### src/rtl/subterranean_aead_sequencer.sv
// Host-side sequencer for a single-duplex Subterranean rounds core.
// Issues the Subterranean-2.0 AEAD duplex-call sequence and routes host/core/output handshakes.
module subterranean_aead_sequencer (
    input  logic        clk,
    input  logic        arstn,
    input  logic        start,
    input  logic        mode_decrypt,
    output logic        busy,
    output logic        done,
    output logic        tag_ok,
    input  logic [31:0] s_data,
    input  logic [2:0]  s_size,
    input  logic        s_last,
    input  logic        s_valid,
    output logic        s_ready,
    output logic [31:0] m_data,
    output logic [2:0]  m_size,
    output logic        m_last,
    output logic        m_tag,
    output logic        m_valid,
    input  logic        m_ready,
    output logic        core_enable,
    output logic        core_init,
    output logic        core_encrypt,
    output logic        core_decrypt,
    output logic [31:0] core_din,
    output logic [2:0]  core_din_size,
    output logic        core_din_valid,
    input  logic        core_din_ready,
    input  logic [31:0] core_dout,
    input  logic        core_dout_valid,
    output logic        core_dout_ready
);

    // state       | meaning
    // IDLE        | waiting for start
    // INIT        | clear core state
    // KEY/NONCE   | absorb 4 host words as full words
    // *_PAD       | one empty call closing a segment
    // BLANK1/2    | 8 empty calls
    // AD / MSG    | host segment words until s_last
    // TAG         | 4 squeeze calls (output or compare)
    // DONE        | one-cycle done pulse
    typedef enum logic [3:0] {
        S_IDLE, S_INIT, S_KEY, S_KEY_PAD, S_NONCE, S_NONCE_PAD, S_BLANK1,
        S_AD, S_AD_PAD, S_MSG, S_MSG_PAD, S_BLANK2, S_TAG, S_DONE
    } state_t;

    state_t     state, state_next;
    logic [2:0] cnt, cnt_next;
    logic       mode;
    logic [2:0] size_sat;
    logic       fire;

    assign size_sat = (s_size > 3'd4) ? 3'd4 : s_size;
    assign fire     = core_din_valid & core_din_ready;

    always_ff @(posedge clk or negedge arstn) begin
        if (!arstn) begin
            state  <= S_IDLE;
            cnt    <= 3'd0;
            mode   <= 1'b0;
            tag_ok <= 1'b0;
        end else begin
            state <= state_next;
            cnt   <= cnt_next;
            if (state == S_IDLE && start) begin
                mode   <= mode_decrypt;
                tag_ok <= 1'b1;
            end else if (state == S_TAG && mode && fire) begin
                tag_ok <= tag_ok & (core_dout == s_data);
            end
        end
    end

    // cnt is a down-counter loaded on segment entry; terminal count is zero
    always_comb begin
        state_next = state;
        cnt_next   = cnt;
        case (state)
            S_IDLE:      if (start) state_next = S_INIT;
            S_INIT: begin
                state_next = S_KEY;
                cnt_next   = 3'd3;
            end
            S_KEY: if (fire) begin
                if (cnt == 3'd0) state_next = S_KEY_PAD;
                else             cnt_next   = cnt - 3'd1;
            end
            S_KEY_PAD: if (fire) begin
                state_next = S_NONCE;
                cnt_next   = 3'd3;
            end
            S_NONCE: if (fire) begin
                if (cnt == 3'd0) state_next = S_NONCE_PAD;
                else             cnt_next   = cnt - 3'd1;
            end
            S_NONCE_PAD: if (fire) begin
                state_next = S_BLANK1;
                cnt_next   = 3'd7;
            end
            S_BLANK1: if (fire) begin
                if (cnt == 3'd0) state_next = S_AD;
                else             cnt_next   = cnt - 3'd1;
            end
            S_AD: if (fire && s_last) begin
                state_next = (size_sat == 3'd4) ? S_AD_PAD : S_MSG;
            end
            S_AD_PAD:    if (fire) state_next = S_MSG;
            S_MSG: if (fire && s_last) begin
                if (size_sat == 3'd4) begin
                    state_next = S_MSG_PAD;
                end else begin
                    state_next = S_BLANK2;
                    cnt_next   = 3'd7;
                end
            end
            S_MSG_PAD: if (fire) begin
                state_next = S_BLANK2;
                cnt_next   = 3'd7;
            end
            S_BLANK2: if (fire) begin
                if (cnt == 3'd0) begin
                    state_next = S_TAG;
                    cnt_next   = 3'd3;
                end else begin
                    cnt_next = cnt - 3'd1;
                end
            end
            S_TAG: if (fire) begin
                if (cnt == 3'd0) state_next = S_DONE;
                else             cnt_next   = cnt - 3'd1;
            end
            S_DONE:      state_next = S_IDLE;
            default:     state_next = S_IDLE;
        endcase
    end

    always_comb begin
        busy            = (state != S_IDLE);
        done            = (state == S_DONE);
        core_enable     = 1'b0;
        core_init       = 1'b0;
        core_encrypt    = 1'b0;
        core_decrypt    = 1'b0;
        core_din        = 32'd0;
        core_din_size   = 3'd0;
        core_din_valid  = 1'b0;
        core_dout_ready = 1'b0;
        s_ready         = 1'b0;
        m_valid         = 1'b0;
        m_data          = 32'd0;
        m_size          = 3'd0;
        m_last          = 1'b0;
        m_tag           = 1'b0;
        case (state)
            S_INIT: core_init = 1'b1;
            S_KEY, S_NONCE, S_AD: begin
                core_enable     = 1'b1;
                core_din        = s_data;
                core_din_size   = (state == S_AD) ? size_sat : 3'd4;
                core_din_valid  = s_valid;
                s_ready         = core_din_ready;
                core_dout_ready = 1'b1;
            end
            S_MSG: begin
                core_enable     = 1'b1;
                core_encrypt    = ~mode;
                core_decrypt    = mode;
                core_din        = s_data;
                core_din_size   = size_sat;
                core_din_valid  = s_valid;
                s_ready         = core_din_ready;
                core_dout_ready = m_ready;
                m_valid         = core_dout_valid;
                m_data          = core_dout;
                m_size          = size_sat;
                m_last          = s_last;
            end
            S_KEY_PAD, S_NONCE_PAD, S_BLANK1, S_AD_PAD, S_MSG_PAD, S_BLANK2: begin
                core_enable     = 1'b1;
                core_din_valid  = 1'b1;
                core_dout_ready = 1'b1;
            end
            S_TAG: begin
                core_enable = 1'b1;
                if (mode) begin
                    core_din_valid  = s_valid;
                    s_ready         = core_din_ready;
                    core_dout_ready = 1'b1;
                end else begin
                    core_din_valid  = 1'b1;
                    core_dout_ready = m_ready;
                    m_valid         = core_dout_valid;
                    m_data          = core_dout;
                    m_size          = 3'd4;
                    m_tag           = 1'b1;
                    m_last          = (cnt == 3'd0);
                end
            end
            default: ;
        endcase
    end

endmodule

### config.mk
export PLATFORM = sky130hd
export DESIGN_NAME = subterranean_aead_sequencer
export DESIGN_NICKNAME = d
export VERILOG_FILES = /design/src/rtl/subterranean_aead_sequencer.sv
export SDC_FILE = /design/constraint.sdc
export NUM_CORES = 1
export LEC_CHECK = 0
export ABC_CLOCK_PERIOD_IN_PS = 1700
export BUFFER_PORTS_ARGS = -buffer_cell sky130_fd_sc_hd__buf_2
export CORE_MARGIN = 4
export CORE_UTILIZATION = 30
export DETAILED_ROUTE_END_ITERATION = 8
export GPL_TIMING_DRIVEN = 0
export PLACE_DENSITY_LB_ADDON = 0.3
export SYNTH_ARGS = -nofsm -noshare
export SYNTH_HDL_FRONTEND = slang
export SYNTH_SLANG_ARGS = --single-unit
### constraint.sdc
create_clock -name clk -period 1.7 [get_ports clk]
set_input_delay 0.34 -clock clk [delete_from_list [all_inputs] [get_ports clk]]
set_output_delay 0.34 -clock clk [all_outputs]
set_load 0.1 [all_outputs]
==> impl_metrics.tcl <==
set metrics [dict create \
    clkTransAtPathRegs_ns 0.05 \
    clkSinkCount 9 \
    num_vias 3394 \
    synth_area_per_cell_um2 7.32 \
    area_enclosed_by_the_die_boundary_um2 7950 \
    starting_density 0.310 \
    critical_path_cell_count 8 \
    finish.net_count 578 \
    worstHoldPathCells 2 \
    yosys_register_bits 9 \
    cts_root_buf "sky130_fd_sc_hd__clkbuf_8" \
    failing_checks "setup timing" \
    ff2ff_setup_slack_ns -0.54 \
    placement.io_buffers 158 \
    number_of_distinct_library_cells_after_synthesis 57 \
    critical_path.max_stage_delay_ns 0.39 \
    postRouteWirelength_um 15400 \
    die_span_x_um 89.2 \
    power_per_cell_area_nw_per_um2 2010 \
    drive_above_1_share 0.749 \
    overflow 0 \
    clock_skew_ns 0.00117 \
    grt_pass1_vias 3287 \
    status "complete, but fails checks" \
    final_setup_viols 90 \
    slew_headroom 0.668 \
    share_of_synthesized_registers_carrying_an_async_set_or_reset 1.00 \
    final_hold_viol_count 0 \
    layout.cells.most_common "sky130_fd_sc_hd__buf_12" \
    synth_enable_flop_cells 0 \
    htree_levels 1 \
    drc 0 \
    drv_slew 0 \
    timing.final.crit_share 1.42 \
    peakVddDrop_uv 1850 \
    drt_first_pass_iters 5 \
    vias_per_cell 5.87 \
    leakage_nw 2.43 \
    setup.worst_path.class "flop to output pin" \
    register_area_um2 226 \
    fmaxAchievable_mhz 414 \
    worstSetupStartpointType "flop" \
    syn-instance-count 270 \
    most-common-layout-cells "sky130_fd_sc_hd__buf_12 (87), sky130_fd_sc_hd__buf_2 (76), sky130_fd_sc_hd__and2_4 (66)" \
    hpwlAfterDp_um 7030 \
    drt_first_iter_violations 205 \
    crit_path_max_delay_family "simple AND/OR/NAND/NOR gates" \
    rsz0062_at_grt "yes" \
    synth-warning-count 0 \
    grt_pass1_wl_um 18400 \
    design.core.area_um2 6390 \
    initial_antenna_violation_count 2 \
    critical_path.n_buffers_inverters 4 \
    detailedPlace.worstSlack_ns -0.754 \
    cts-buffers-inserted 3 \
    total_design_power_w 0.0110 \
    multi_input_area_um2 2110 \
    worst_hold_slack_ns 0.347 \
    die_height_um 89.2 \
    crit_path_top_delay_cell "sky130_fd_sc_hd__dfrtp_1" \
    ant_nets 0 \
    required_ns 1.36 \
    place.gp.congestion 0.836 \
    clkLatencyLatePin_ns 0.23 \
    timing.final.ws_setup_ns -0.716 \
    top_level_ports 159 \
    totalNegativeSetupSlack_ns -54.90 \
    area_delta_synth_final_pct 177 \
    ff2ff_path_depth 10 \
    cp.arrival_ns 2.08 \
    final_instance_area_um2 5470 \
    postSynth.topFlopCell "sky130_fd_sc_hd__dfrtp_1" \
    clock_tree.buffer_depth 2 \
    wl_per_cell_um 26.7 \
    cts_tree "built" \
    synth_area_um2 1980 \
    detailed_place.area_um2 3280 \
    grt_start_max_net_pins 11 \
    cp_cell_sequence "buf_6 -> or2b_1 -> o21ai_1 -> and3b_2 -> buf_12 -> clkbuf_16 -> and2_4 -> buf_12" \
    min_period_ns 2.42 \
    critical_path_peak_fanout 9 \
    worst_path_most_repeated_cell "sky130_fd_sc_hd__buf_12" \
    cap_viol_max_count 0 \
    crit_path_end_kind "output pin" \
    nFillCells 254 \
    worst_slew_pin_slew_ns 0.502 \
    syn-num-nets 348 \
    grt.total_usage 0.304 \
    worstHoldPathType "input port to flop" \
    row_count 29 \
    synth-seq-area-share 0.114 \
]
==> final cells by class <==
type / count / area share
Tap cell: 77 / 0.0176
Clock buffer: 4 / 0.00824
Timing Repair Buffer: 227 / 0.492
Sequential cell: 9 / 0.0414
Inverter: 6 / 0.00412
Buffer: 17 / 0.0497
Multi-Input combinational cell: 236 / 0.386
Antenna cell: 2 / 0.000915
==> final timing paths <==
kind | start | to
min in group asynchronous | arstn | state[0]$_DFFE_PN0P_
setup / recovery | state[2]$_DFFE_PN0P_ | m_data[15]
max in group asynchronous | arstn | mode$_DFFE_PN0P_
hold / removal | mode_decrypt | mode$_DFFE_PN0P_
setup reg to reg | state[0]$_DFFE_PN0P_ | cnt[0]$_DFFE_PN0P_
hold reg to reg | tag_ok$_DFFE_PN0P_ | tag_ok$_DFFE_PN0P_
==> repair_timing <==
| action | in CTS | in global routing |
|---|---|---|
| pin swaps | 23 | 13 |
| endpoints found under the setup margin | 90 | 89 |
| hold endpoints to repair | 9 | 0 |
| buffers inserted | 31 | 32 |
| gates cloned | 4 | 3 |
| hold buffers | 1 | 0 |
| resized for setup | 374 | 28 |
==> per-layer routing <==
| metal | vias up | GRT usage | part of all wire |
|---|---|---|---|
| li1 | 1388 | - | - |
| met1 | 1612 | 0.312 | 0.31 |
| met2 | 285 | 0.582 | 0.51 |
| met3 | 109 | 0.0737 | 0.10 |
| met4 | 0 | 0.123 | 0.079 |
| met5 | - | 0 | 0 |
==> registers in the layout (all words and copies together) (netlist names) <==
register	count
cnt	3
mode	1
state	4
tag_ok	1
==> where the power goes <==
part	internal, W	leakage (nW)	switching, W	total [W]
clock	0.000164	0.0228	0.0000861	0.000250
sequential	0.000301	0.103	0.000112	0.000413
combinational	0.00426	2.31	0.00604	0.0103
==> cell usage after synthesis, drive strengths merged (2+ instances only) <==
library cell  count  area [um^2]
a21o              3         22.5
a21oi            11         55.1
clkbuf            9         47.5
o211ai            2         20.0
and3b             3         26.3
or2b              5         42.5
nand2            17         63.8
a31oi             4         25.0
nor4              2         12.5
nand2b            4         25.0
nand3b            3         22.5
nor2             13         48.8
dfrtp             9          225
o31ai             2         15.0
nor3              6         30.0
nor3b             3         27.5
inv               6         22.5
xnor2            32          280
o21ai            11         55.1
ha                2         25.0
nand3             3         15.0
o32ai             2         32.5
nand4             8         50.1
nor2b             6         37.5
or2               3         18.8
buf              10         77.6
and2             67          419
a22oi             3         22.5
==> cells by family after synthesis <==
kind of cell | Yosys count | synth area share
multiplexers | 2 | 0.0108
AND/OR/NAND/NOR | 149 | 0.464
adder cells (fa/ha/maj) | 2 | 0.0127
buffers and inverters | 25 | 0.0747
flip-flops | 9 | 0.114
XOR/XNOR | 33 | 0.146
AO/OA/AOI/OAI | 50 | 0.178
==> per-stage QoR <==
step           utilization  instances
2_1_floorplan            -        270
3_3_place_gp         0.513        505
3_5_place_dp         0.513        505
4_1_cts              0.792        543
5_1_grt              0.856        578
6_report             0.856        578
No activity file was read; power rests on OpenSTA's default activity.
